File: src/rtl/sip_round_engine_if.sv
// Handshake bundle for the SipRound engine: job intake, result return,
// abort and status. The master side is the job producer/result consumer.
`timescale 1ns/1ps
interface sip_round_engine_if #(
  parameter int WIDTH  = 64,
  parameter int RCNT_W = 4
);
  logic              flush;
  logic              in_valid;
  logic              in_ready;
  logic [RCNT_W-1:0] in_rounds;
  logic [WIDTH-1:0]  in_v0;
  logic [WIDTH-1:0]  in_v1;
  logic [WIDTH-1:0]  in_v2;
  logic [WIDTH-1:0]  in_v3;
  logic              out_valid;
  logic              out_ready;
  logic [WIDTH-1:0]  out_v0;
  logic [WIDTH-1:0]  out_v1;
  logic [WIDTH-1:0]  out_v2;
  logic [WIDTH-1:0]  out_v3;
  logic              busy;

  modport master (
    output flush, in_valid, in_rounds, in_v0, in_v1, in_v2, in_v3, out_ready,
    input  in_ready, out_valid, out_v0, out_v1, out_v2, out_v3, busy
  );

  modport slave (
    input  flush, in_valid, in_rounds, in_v0, in_v1, in_v2, in_v3, out_ready,
    output in_ready, out_valid, out_v0, out_v1, out_v2, out_v3, busy
  );
endinterface

File: src/rtl/sip_round_engine.sv
// Iterative SipRound engine. Takes a SipHash state and a round count,
// applies HALF_PER_CYCLE half-rounds per clock and hands the state back.
// WIDTH=64 is SipHash, WIDTH=32 is HalfSipHash.
`timescale 1ns/1ps
module sip_round_engine #(
  parameter int WIDTH          = 64,
  parameter int HALF_PER_CYCLE = 1,
  parameter int RCNT_W         = 4
) (
  input  logic clk,
  input  logic rst_n,
  sip_round_engine_if.slave bus
);
  typedef logic [WIDTH-1:0] word_t;
  typedef struct packed {
    word_t v0;
    word_t v1;
    word_t v2;
    word_t v3;
  } state_t;
  typedef enum logic [1:0] {IDLE, RUN, DONE} fsm_e;

  // Rotation amounts for the two half-round flavours.
  localparam int unsigned A1 = (WIDTH == 32) ? 5  : 13;
  localparam int unsigned A3 = (WIDTH == 32) ? 8  : 16;
  localparam int unsigned B1 = (WIDTH == 32) ? 13 : 17;
  localparam int unsigned B3 = (WIDTH == 32) ? 7  : 21;
  localparam int unsigned RR = WIDTH / 2;
  localparam logic [RCNT_W:0] HSUB = (RCNT_W+1)'(HALF_PER_CYCLE);

  fsm_e            state, state_nxt;
  state_t          st, step;
  logic [RCNT_W:0] rem, rem_dec;
  logic            phase;

  function automatic word_t rotl(input word_t x, input int unsigned n);
    return (x << n) | (x >> (WIDTH - n));
  endfunction

  // Half B is half A with the roles of v0 and v2 swapped and different
  // rotation amounts, so one adder/rotate structure serves both.
  function automatic state_t half_round(input state_t s, input logic phase_b);
    state_t r;
    word_t  p, q;
    p    = (phase_b ? s.v2 : s.v0) + s.v1;
    q    = (phase_b ? s.v0 : s.v2) + s.v3;
    r.v1 = (phase_b ? rotl(s.v1, B1) : rotl(s.v1, A1)) ^ p;
    r.v3 = (phase_b ? rotl(s.v3, B3) : rotl(s.v3, A3)) ^ q;
    p    = rotl(p, RR);
    r.v0 = phase_b ? q : p;
    r.v2 = phase_b ? p : q;
    return r;
  endfunction

  assign rem_dec = rem - HSUB;

  // Combinational work done in one RUN cycle: one half-round chosen by
  // phase, or a full A-then-B round when two halves are unrolled.
  always_comb begin
    step = st;
    if (HALF_PER_CYCLE == 2) step = half_round(half_round(st, 1'b0), 1'b1);
    else                     step = half_round(st, phase);
  end

  // Next-state decode; flush overrides everything including a new job.
  always_comb begin
    state_nxt = state;
    case (state)
      IDLE: if (bus.in_valid) state_nxt = (bus.in_rounds != '0) ? RUN : DONE;
      RUN:  if (rem_dec == '0) state_nxt = DONE;
      DONE: if (bus.out_ready) state_nxt = IDLE;
      default: state_nxt = IDLE;
    endcase
    if (bus.flush) state_nxt = IDLE;
  end

  // FSM state register.
  always_ff @(posedge clk or negedge rst_n) begin
    if (!rst_n) state <= IDLE;
    else        state <= state_nxt;
  end

  // Working state, remaining half-round count and A/B phase.
  always_ff @(posedge clk or negedge rst_n) begin
    if (!rst_n) begin
      st    <= '0;
      rem   <= '0;
      phase <= 1'b0;
    end else if (bus.flush) begin
      st    <= '0;
      rem   <= '0;
      phase <= 1'b0;
    end else begin
      case (state)
        IDLE: if (bus.in_valid) begin
          st    <= '{bus.in_v0, bus.in_v1, bus.in_v2, bus.in_v3};
          rem   <= {bus.in_rounds, 1'b0};
          phase <= 1'b0;
        end
        RUN: begin
          st    <= step;
          rem   <= rem_dec;
          phase <= (HALF_PER_CYCLE == 1) ? ~phase : 1'b0;
        end
        default: ;
      endcase
    end
  end

  assign bus.in_ready  = (state == IDLE);
  assign bus.out_valid = (state == DONE);
  assign bus.busy      = (state != IDLE);
  assign bus.out_v0    = st.v0;
  assign bus.out_v1    = st.v1;
  assign bus.out_v2    = st.v2;
  assign bus.out_v3    = st.v3;
endmodule

File: src/flat_wrapper.sv
// flat-port wrapper written by rule: the top's interface ports become plain ports
module sip_round_engine_flat 
#(
  parameter int WIDTH          = 64,
  parameter int HALF_PER_CYCLE = 1,
  parameter int RCNT_W         = 4
)
  (clk, rst_n, bus_flush, bus_in_valid, bus_in_rounds, bus_in_v0, bus_in_v1, bus_in_v2, bus_in_v3, bus_out_ready, bus_in_ready, bus_out_valid, bus_out_v0, bus_out_v1, bus_out_v2, bus_out_v3, bus_busy);
  sip_round_engine_if #(.WIDTH(WIDTH), .RCNT_W(RCNT_W)) bus_i ();
  input  logic clk;
  input  logic rst_n;
  input wire logic [$bits(bus_i.flush)-1:0] bus_flush;
  input wire logic [$bits(bus_i.in_valid)-1:0] bus_in_valid;
  input wire logic [$bits(bus_i.in_rounds)-1:0] bus_in_rounds;
  input wire logic [$bits(bus_i.in_v0)-1:0] bus_in_v0;
  input wire logic [$bits(bus_i.in_v1)-1:0] bus_in_v1;
  input wire logic [$bits(bus_i.in_v2)-1:0] bus_in_v2;
  input wire logic [$bits(bus_i.in_v3)-1:0] bus_in_v3;
  input wire logic [$bits(bus_i.out_ready)-1:0] bus_out_ready;
  output wire logic [$bits(bus_i.in_ready)-1:0] bus_in_ready;
  output wire logic [$bits(bus_i.out_valid)-1:0] bus_out_valid;
  output wire logic [$bits(bus_i.out_v0)-1:0] bus_out_v0;
  output wire logic [$bits(bus_i.out_v1)-1:0] bus_out_v1;
  output wire logic [$bits(bus_i.out_v2)-1:0] bus_out_v2;
  output wire logic [$bits(bus_i.out_v3)-1:0] bus_out_v3;
  output wire logic [$bits(bus_i.busy)-1:0] bus_busy;
  assign bus_i.flush = bus_flush;
  assign bus_i.in_valid = bus_in_valid;
  assign bus_i.in_rounds = bus_in_rounds;
  assign bus_i.in_v0 = bus_in_v0;
  assign bus_i.in_v1 = bus_in_v1;
  assign bus_i.in_v2 = bus_in_v2;
  assign bus_i.in_v3 = bus_in_v3;
  assign bus_i.out_ready = bus_out_ready;
  assign bus_in_ready = bus_i.in_ready;
  assign bus_out_valid = bus_i.out_valid;
  assign bus_out_v0 = bus_i.out_v0;
  assign bus_out_v1 = bus_i.out_v1;
  assign bus_out_v2 = bus_i.out_v2;
  assign bus_out_v3 = bus_i.out_v3;
  assign bus_busy = bus_i.busy;
  sip_round_engine #(.WIDTH(WIDTH), .HALF_PER_CYCLE(HALF_PER_CYCLE), .RCNT_W(RCNT_W)) u_core (.clk(clk), .rst_n(rst_n), .bus(bus_i));
endmodule
File: config.mk
export PLATFORM = sky130hd
export DESIGN_NAME = sip_round_engine_flat
export DESIGN_NICKNAME = d
export VERILOG_FILES = /design/src/rtl/sip_round_engine_if.sv /design/src/rtl/sip_round_engine.sv /design/src/flat_wrapper.sv
export SDC_FILE = /design/constraint.sdc
export NUM_CORES = 1
export LEC_CHECK = 0
export BUFFER_PORTS_ARGS = -buffer_cell sky130_fd_sc_hd__clkbuf_2
export CAP_MARGIN = 20
export CORE_AREA = 5 5 267 269
export DETAILED_ROUTE_END_ITERATION = 10
export DIE_AREA = 0 0 272 274
export PLACE_DENSITY = 0.52
export RECOVER_POWER = 50
export SETUP_SLACK_MARGIN = 0.05
export SLEW_MARGIN = 20
export SYNTH_ARGS = -nofsm -noshare
export SYNTH_HDL_FRONTEND = slang
export SYNTH_SLANG_ARGS = --single-unit
File: constraint.sdc
create_clock -name clk -period 6.25 [get_ports clk]
set_input_delay 0.625 -clock clk [delete_from_list [all_inputs] [get_ports clk]]
set_output_delay 0.625 -clock clk [all_outputs]
set_load 0.02 [all_outputs]
Word level (Yosys, flattened, before mapping)
Index checks and enable logic that the tools add are counted.
{"block": "op_classes", "muxes": 21, "n_bitwise": 8, "n_eq_ne": 5, "addsub": 3, "reduce_logical": 7}
{"op": "$mux 256", "count": 2}
{"op": "$pmux 256 s2", "count": 1}
{"op": "$mux 64", "count": 6}
{"op": "$add 64x64->64", "count": 2}
{"op": "$xor 64x64->64", "count": 2}
{"op": "$or 64x13->64", "count": 1}
{"op": "$or 64x16->64", "count": 1}
{"op": "$or 64x17->64", "count": 1}
{"op": "$or 64x21->64", "count": 1}
{"op": "$or 64x32->64", "count": 1}
{"op": "$mux 2", "count": 5}
{"op": "$mux 5", "count": 2}
{"op": "$pmux 5 s2", "count": 1}
{"op": "$ne 3x3->1 const B", "count": 2}
{"op": "$pmux 2 s3", "count": 1}
{"op": "$logic_not 5->1", "count": 1}
{"op": "$sub 5x1->5 const B", "count": 1}
{"op": "$reduce_bool 4->1", "count": 1}
{"op": "$ne 3x2->1 const B", "count": 1}
{"op": "$reduce_and 3->1", "count": 1}
{"op": "$reduce_bool 3->1", "count": 1}
{"op": "$eq 2x1->1 const B", "count": 1}
{"op": "$eq 2x2->1 const B", "count": 1}
{"op": "$logic_not 2->1", "count": 1}
{"op": "5 further kinds", "count": 6}
{"block": "word_totals", "word_cells": 51, "register_bits": 264, "out_inout_bits": 259, "input_bits": 265}

Depth between registers and ports, before layout
Gate-level depths: netlist of the first run.
{"block": "logic_depth", "depth_word": 6, "ltp_mapped": 19}

Worst setup path before layout of the first run
No wires, ideal clock.
{"block": "synth_path", "kind": "reg-to-reg", "startpoint": "reg u_core.phase", "endpoint": "reg u_core.st, in the netlist u_core.bus.out_v1[56]", "setup_time_ps": 129, "t_required_ps": 6121, "n_path_buf": 5, "arrival_time_ps": 4417, "stages_incl_launch_ff": 19, "path_slack_ps": 1704, "cell_sequence": "dfrtp_1 -> buf_2 -> buf_2 -> buf_1 -> buf_1 -> buf_1 -> mux2_2 -> ha_1 -> o21ai_0 -> a21oi_1 -> a21oi_1 -> o211ai_2 -> a211oi_1 -> o31a_2 -> o21ai_2 -> a211oi_2 -> xor2_1 -> xnor2_1 -> o21ai_1"}
{"block": "synth_between", "elab_chain_len": 5, "elab_cells_between_ends": 6, "classes_between": "1 x add/sub; 4 x mux; 1 x bitwise"}
{"element": "start: declaration", "line": "sip_round_engine.sv:34", "rtl": "logic phase;"}
{"element": "start signal: assignment", "line": "sip_round_engine.sv:103", "rtl": "phase <= (HALF_PER_CYCLE == 1) ? ~phase : 1'b0;"}
{"element": "$mux 64", "line": "sip_round_engine.sv:45", "rtl": "p = (phase_b ? s.v2 : s.v0) + s.v1;"}
{"element": "$add 64x64->64", "line": "sip_round_engine.sv:45"}
{"element": "$xor 64x64->64 (*)", "line": "sip_round_engine.sv:47", "rtl": "r.v1 = (phase_b ? rotl(s.v1, B1) : rotl(s.v1, A1)) ^ p;"}
{"element": "$pmux 256 s2 (*)", "line": "sip_round_engine.sv:94", "rtl": "case (state)"}
{"element": "$mux 256 (*)", "line": "sip_round_engine.sv:89", "rtl": "end else if (bus.flush) begin"}
{"element": "end signal: assignment", "line": "sip_round_engine.sv:96", "rtl": "st <= '{bus.in_v0, bus.in_v1, bus.in_v2, bus.in_v3};"}
{"element": "end signal: assignment", "line": "sip_round_engine.sv:101", "rtl": "st <= step;"}
{"element": "end: declaration", "line": "sip_round_engine.sv:32", "rtl": "state_t st, step;"}
Every way passes the cells marked *; elsewhere a longest branch is shown, timed or not.
A chain may end at the register's enable or synchronous reset.

Final worst setup path of the first run
{"block": "layout_path", "startpoint": "reg u_core.phase", "endpoint": "reg u_core.st, in the netlist u_core.bus.out_v2[48]"}
{"block": "layout_between", "elab_chain_len": 6, "elab_cells_between_ends": 8, "classes_between": "2 x add/sub; 5 x mux; 1 x bitwise"}
{"element": "$mux 64", "line": "sip_round_engine.sv:45"}
{"element": "$add 64x64->64", "line": "sip_round_engine.sv:45"}
{"element": "$or 64x32->64", "line": "sip_round_engine.sv:37", "rtl": "return (x << n) | (x >> (WIDTH - n));"}
{"element": "$mux 64 (*)", "line": "sip_round_engine.sv:51", "rtl": "r.v2 = phase_b ? p : q;"}
{"element": "$pmux 256 s2 (*)", "line": "sip_round_engine.sv:94"}
{"element": "$mux 256 (*)", "line": "sip_round_engine.sv:89"}
Marks and branches as above.

==> metrics, run 1 <==
flip-flop and latch area=0.00661 sq mm; post-synthesis average cell area=8.50 sq um; Worst Setup Path Type=flop to flop; Synthesized Nets=3,189; Setup Skew=0.0351 ns; startpoint type of the worst setup path=flop; footprint of the multi-input gates=0.0162 sq mm; Reg2Reg Depth=15; Slew @ Worst Pin=3.16 ns; status=complete, but fails checks; row cnt=96; clk slew on worst S/H paths=0.06 ns; final WL=148 mm; top-area cell type share of the netlist area=27.8%; share of cells above drive strength 1=21.6%; clk root buf=clkbuf_16; Post-synth EDFFs=0; most frequent cells in the layout=399 x clkbuf_2, 283 x o21ai_0, 263 x dfrtp_1; Initial DRC Count=3,392; Routed WL per cell=36.0 um; violated checks=capacitance limit, slew limit; Worst Hold Slack=0.271 ns; hold bufs inserted after CTS=0; IO Port Bufs=523; clk buf depth=3; final non-filler cell total=4,114; DRT Pass-1 Iters=8; Area contributors post-synth=dfrtp_1 28%, ha_1 6.7%, mux2i_1 6.6%; die footprint=0.0745 sq mm; part of the power in registers=25.5%; Initial Util=34.8%; post-synthesis cell type count=90; vias in the first global route=25.2k; grt ovf=0; combinational power share=54.2%; Seq cells post-synth=264; CP max-delay cell=xnor2_2; Detailed Place HPWL=120 mm; Die Wd=272 um; Final Hold Vio Count=0; number of H-tree levels=2; clock sinks=264; FF-to-FF setup slack=0.80 ns; pin count of the biggest net entering global routing=161; CP required=6.72 ns; io pins=524; CP max FO=74; Power per Cell Area=389 mW/mm^2; crit path DAT=5.92 ns; maxcap violations=4; area growth from synthesis to layout=19.0%; core area=0.0683 sq mm; setup TNS=0 ns; yosys warns=0; Slew HR=-111%; Max IR drop VDD=0.173 mV; Sw Pwr=5.86 mW; final setup vio count=0; Via density=6.36; post-layout min period=5.45 ns; chip height=274 um; GRT Total Usage=37.9%; Synth Cell Area=0.0238 sq mm; post-CTS setup buffers=0; Antenna Nets Post-Route=0; Critical Path End Type=flop; Syn Inst Count=2,794; HP Class=input pin to flop; crit-path cells=buf_12 > buf_4 > mux2_2 > ha_1 > and2_1 > nand3_1 > nor4_2 > o211ai_1 > nand3_2 > a211oi_2 > o31ai_4 > a21oi_1 > xnor2_2 > mux2i_1 > o21ai_0; clock share of power=20.4%; FF-to-FF Start=u_core.phase$_DFFE_PN0P_; switch share=53.3%; first-pass GRT wire length=203 mm; GP Congestion=1.07; most common cell after layout, fill and taps aside=clkbuf_2; Final nets=3,596; RSZ-0062 raised after global routing=no; total number of vias=26.1k; fin crit share=87.2%; Max Slew Vio Count=259; leading area contributor after synthesis=dfrtp_1; CTS tree=built; Filler cells=7,057; Pleak=12.4 nW; worst-skew pair later-pin latency=0.59 ns; sequential area share after synthesis=27.8%; # DRC=0; Synth async-reset ratio=100%; r2r endpoint=u_core.bus.out_v2[48]$_DFFE_PN0P_; Critical Path End=u_core.bus.out_v2[48]$_DFFE_PN0P_; worst setup path startpoint=u_core.phase$_DFFE_PN0P_; Top FF cell, synth=dfrtp_1; Max Freq=184 MHz; placed insts=4,043; P_int=5.14 mW; post-cts resize count=0; CTS Buf Count=37; max incr delay on CP=0.69 ns; initial antenna violation count=7
cell type report:
type,count,area share [%]
Clock inverter,14,0.478
Sequential cell,264,23.4
Inverter,46,0.611
Antenna cell,2,0.0177
Tap cell,882,3.91
Multi-Input combinational cell,2279,57.5
Clock buffer,54,3.94
Timing Repair Buffer,573,10.2
worst max-delay path: cells and delay by family (launching register included):
kind | cells | cell delay (ns)
AO/OA/AOI/OAI | 5 | 1.24
XOR/XNOR | 1 | 0.69
adder cells (fa/ha/maj) | 1 | 0.42
buffers and inverters | 2 | 0.67
flip-flops | 1 | 0.57
multiplexers | 2 | 0.72
AND/OR/NAND/NOR | 4 | 0.94
state kept, by name, indices dropped and copies added, names as in the netlist:
| name | cells |
|---|---|
| u_core.phase | 1 |
| u_core.rem | 5 |
| u_core.state | 2 |
| u_core.bus.out_v0 | 64 |
| u_core.bus.out_v1 | 64 |
| u_core.bus.out_v2 | 64 |
| u_core.bus.out_v3 | 64 |
logic make-up after synthesis:
family / share of synthesized area, %
simple gates: 11.1
fa+ha+maj: 6.91
mux: 12.7
compound gates: 27.8
xor+xnor: 9.60
buf+inv: 4.08
flops: 27.8
metrics by stage:
step / setup WS, ns / instance area (sq um) / utilization [%] / power [mW]
2_1_floorplan: 1.70 / 23800 / - / 5.74
3_3_place_gp: 0.397 / 27200 / 39.8 / 8.62
3_5_place_dp: 0.919 / 27200 / 39.8 / 8.61
4_1_cts: 0.898 / 28400 / 41.6 / 10.9
5_1_grt: 0.391 / 28300 / 41.3 / 11.3
6_report: 0.802 / 28300 / 41.3 / 11.0
cell usage after synthesis (28+ instances only):
| cell | number |
|---|---|
| o21ai_0 | 283 |
| dfrtp_1 | 264 |
| a21oi_1 | 229 |
| nand2_1 | 228 |
| nor2_1 | 185 |
| a22oi_1 | 174 |
| clkbuf_1 | 163 |
| mux2i_1 | 157 |
| xnor2_1 | 137 |
| mux2_2 | 129 |
| ha_1 | 128 |
| xor2_1 | 116 |
| a21o_1 | 65 |
| nand4_1 | 51 |
| inv_1 | 45 |
| o221ai_1 | 42 |
| o21bai_1 | 28 |
power groups by stage:
stage | Combinational [mW] | Sequential, mW | Clock (mW)
6_report | 5.96 | 2.80 | 2.24
5_1_grt | 6.18 | 2.78 | 2.32
4_1_cts | 5.84 | 2.76 | 2.26
3_5_place_dp | 5.82 | 2.79 | 0
3_3_place_gp | 5.83 | 2.79 | 0
2_1_floorplan | 3.06 | 2.68 | 0
worst min-delay path by stage:
stage	from	endpoint	cells past startpoint
2_1_floorplan	rst_n	u_core.bus.out_v0[0]$_DFFE_PN0P_	0
3_3_place_gp	u_core.rem[1]$_DFFE_PN0P_	u_core.rem[1]$_DFFE_PN0P_	2
3_5_place_dp	u_core.rem[1]$_DFFE_PN0P_	u_core.rem[1]$_DFFE_PN0P_	2
4_1_cts	rst_n	u_core.bus.out_v3[34]$_DFFE_PN0P_	1
5_1_grt	bus_out_ready	u_core.state[1]$_DFFE_PN0P_	2
6_report	bus_in_v1[50]	u_core.bus.out_v1[50]$_DFFE_PN0P_	3
per-layer routing:
layer	track usage [%]	vias to the layer above	share of wire [%]	wire (um)
met4	17.4	4	5.8	8640
met1	52.1	13046	42	62600
li1	-	11201	-	-
met2	57.8	1629	43	63800
met3	7.19	268	8.8	13000
met5	0	-	0.015	22
No activity file was read; power rests on OpenSTA's default activity.
==> run 2, diff against run 1 <==
--- a/config.mk
+++ b/config.mk
@@ -12,6 +12,7 @@
 export DIE_AREA = 0 0 272 274
 export PLACE_DENSITY = 0.52
 export RECOVER_POWER = 50
+export REMOVE_ABC_BUFFERS = 1
 export SETUP_SLACK_MARGIN = 0.05
 export SLEW_MARGIN = 20
 export SYNTH_ARGS = -nofsm -noshare
==> metrics, run 2 (synthesis gave the netlist of run 1 again) <==
Routed WL per cell=34.6 um (-3.8%); Antenna Nets Post-Route=0 (unchanged); total number of vias=25.8k (-1.5%); row cnt=96 (unchanged); io pins=524 (unchanged); Final nets=3,599 (+0.083%); Final Hold Vio Count=0 (unchanged); hold bufs inserted after CTS=0 (unchanged); initial antenna violation count=3 (-4); clk buf depth=3 (unchanged); M1 WL=59.7 mm (-4.6%); setup TNS=0 ns (unchanged); FF-to-FF setup slack=0.79 ns (about the same); Slew HR=-159% (-49 points); Via density=6.26 (-1.4%); Setup Skew=0.0242 ns (-0.0109 ns); # DRC=0 (unchanged); Post-Place Setup Slack=1.02 ns (+0.100 ns); Post-Layout Inst Area=0.0283 sq mm (about the same); Max IR drop VDD=0.175 mV (+1.4%); most common cell after layout, fill and taps aside=clkbuf_2; Initial DRC Count=3,053 (-10%); CP max FO=54 (-27%); fin crit share=87.4% (+0.24 points); Critical Path End Type=flop; Die Wd=272 um (unchanged); chip height=274 um (unchanged); Power per Cell Area=381 mW/mm^2 (-2.2%); met2 wire length=61.5 mm (-3.5%); GP Congestion=1.04 (-2.8%); maxcap violations=2 (-2); r2r endpoint=u_core.bus.out_v2[27]$_DFFE_PN0P_; DP Area=0.0272 sq mm (+0.14%); final setup vio count=0 (unchanged); clk slew on worst S/H paths=0.06 ns (about the same); clk root buf=clkbuf_16; number of H-tree levels=2 (unchanged); HP Class=input pin to async pin; PnR worst setup slack=0.787 ns (-0.0150 ns); CP required=6.64 ns (-0.08 ns); IO Port Bufs=523 (unchanged); Max Freq=183 MHz (-0.27%); Worst Setup Path Type=flop to flop; Max Slew Vio Count=174 (-33%); Initial Util=34.8% (unchanged); first-pass GRT wire length=196 mm (-3.1%); Pleak=12.4 nW (+0.20%); FF-to-FF Start=u_core.phase$_DFFE_PN0P_; violated checks=capacitance limit, slew limit; GRT Total Usage=36.4% (-1.5 points); Detailed Place HPWL=115 mm (-4.0%); post-cts resize count=0 (unchanged); share of cells above drive strength 1=21.7% (+0.062 points); RSZ-0062 raised after global routing=no; most frequent cells in the layout=394 x clkbuf_2, 283 x o21ai_0, 263 x dfrtp_1; Slew @ Worst Pin=3.89 ns (+0.730 ns); DRT Pass-1 Iters=6 (-2); pin count of the biggest net entering global routing=136 (-16%); Reg2Reg Depth=14 (-1); crit path DAT=5.86 ns (-0.06 ns); worst-skew pair later-pin latency=0.58 ns (about the same); Filler cells=7,139 (+1.2%); clock sinks=264 (unchanged); max layer used=met4; post-layout min period=5.46 ns (+0.0150 ns); core area=0.0683 sq mm (unchanged); status=complete, but fails checks; post-CTS setup buffers=0 (unchanged); grt ovf=0 (unchanged); vias in the first global route=25.4k (+0.90%); final WL=142 mm (-3.8%); Worst Hold Slack=0.0878 ns (-0.183 ns); CTS tree=built; Pwr Total=10.8 mW (-2.1%); die footprint=0.0745 sq mm (unchanged); startpoint type of the worst setup path=flop; CTS Buf Count=36 (-2.7%); Met3 Wirelength=12.6 mm (-3.5%); area growth from synthesis to layout=19.1% (about the same)
-- run 2: cell types whose count changed in the layout (fill, tap and decap cells not counted), sizes merged --
cell,delta
clkinvlp,-2
diode,-1
clkinv,+3
clkbuf,-11
bufinv,+1
inv,+2
buf,+7
-- run 2: how the worst max path moves through the flow --
stage | cells past startpoint | endpoint | start
after floorplan | 6 | u_core.bus.out_v0[26]$_DFFE_PN0P_ | u_core.phase$_DFFE_PN0P_
after global placement | 14 | u_core.bus.out_v3[53]$_DFFE_PN0P_ | u_core.phase$_DFFE_PN0P_
after detailed placement | 14 | u_core.bus.out_v3[53]$_DFFE_PN0P_ | u_core.phase$_DFFE_PN0P_
after CTS | 14 | u_core.bus.out_v3[53]$_DFFE_PN0P_ | u_core.phase$_DFFE_PN0P_
after global routing | 14 | u_core.bus.out_v0[27]$_DFFE_PN0P_ | u_core.phase$_DFFE_PN0P_
final | 14 | u_core.bus.out_v2[27]$_DFFE_PN0P_ | u_core.phase$_DFFE_PN0P_
-- run 2: final cells by class --
| class | instances | area (sq um) | area share (%) |
|---|---|---|---|
| flip-flops and latches | 264 | 6610 | 23.4 |
| multi-input cells | 2279 | 16200 | 57.4 |
| clock inverters | 18 | 186 | 0.659 |
| well taps | 882 | 1100 | 3.90 |
| diodes | 1 | 2.50 | 0.00885 |
| repair buffers | 577 | 2950 | 10.4 |
| clock buffers | 46 | 1010 | 3.57 |
| inverters | 46 | 173 | 0.610 |
-- run 2: report_power, final --
part           leakage [nW]  switching, mW  total [mW]  internal (mW)
sequential             3.51          0.796        2.80           2.00
combinational          8.33           3.97        5.79           1.82
clock                 0.597          0.910        2.18           1.27
total                  12.4           5.68        10.8           5.09
-- run 2: critical path: stages, from the launching register on --
cell      delay, ns
dfrtp_4        0.97
buf_4          0.35
mux2_2         0.38
ha_1           0.36
a21oi_1        0.20
o211ai_1       0.18
a21oi_1        0.45
o31ai_1        0.23
a21oi_1        0.31
nor2_1         0.07
nor2_1         0.21
xor2_1         0.57
nor2_1         0.10
a221oi_1       0.56
o21ai_0        0.23
-- run 2: through the flow --
stage / util (%) / std cells
after global routing: 41.4 / 4112
final: 41.4 / 4113
after global placement: 39.8 / 4047
after floorplan: - / 2589
after CTS: 41.6 / 4111
after detailed placement: 39.9 / 4047
-- run 2: layer usage --
layer	GRT usage (%)	up-vias
li1	-	11253
met2	55.7	1374
met4	18.2	0
met1	48.2	12859
met5	0	-
met3	8.79	278
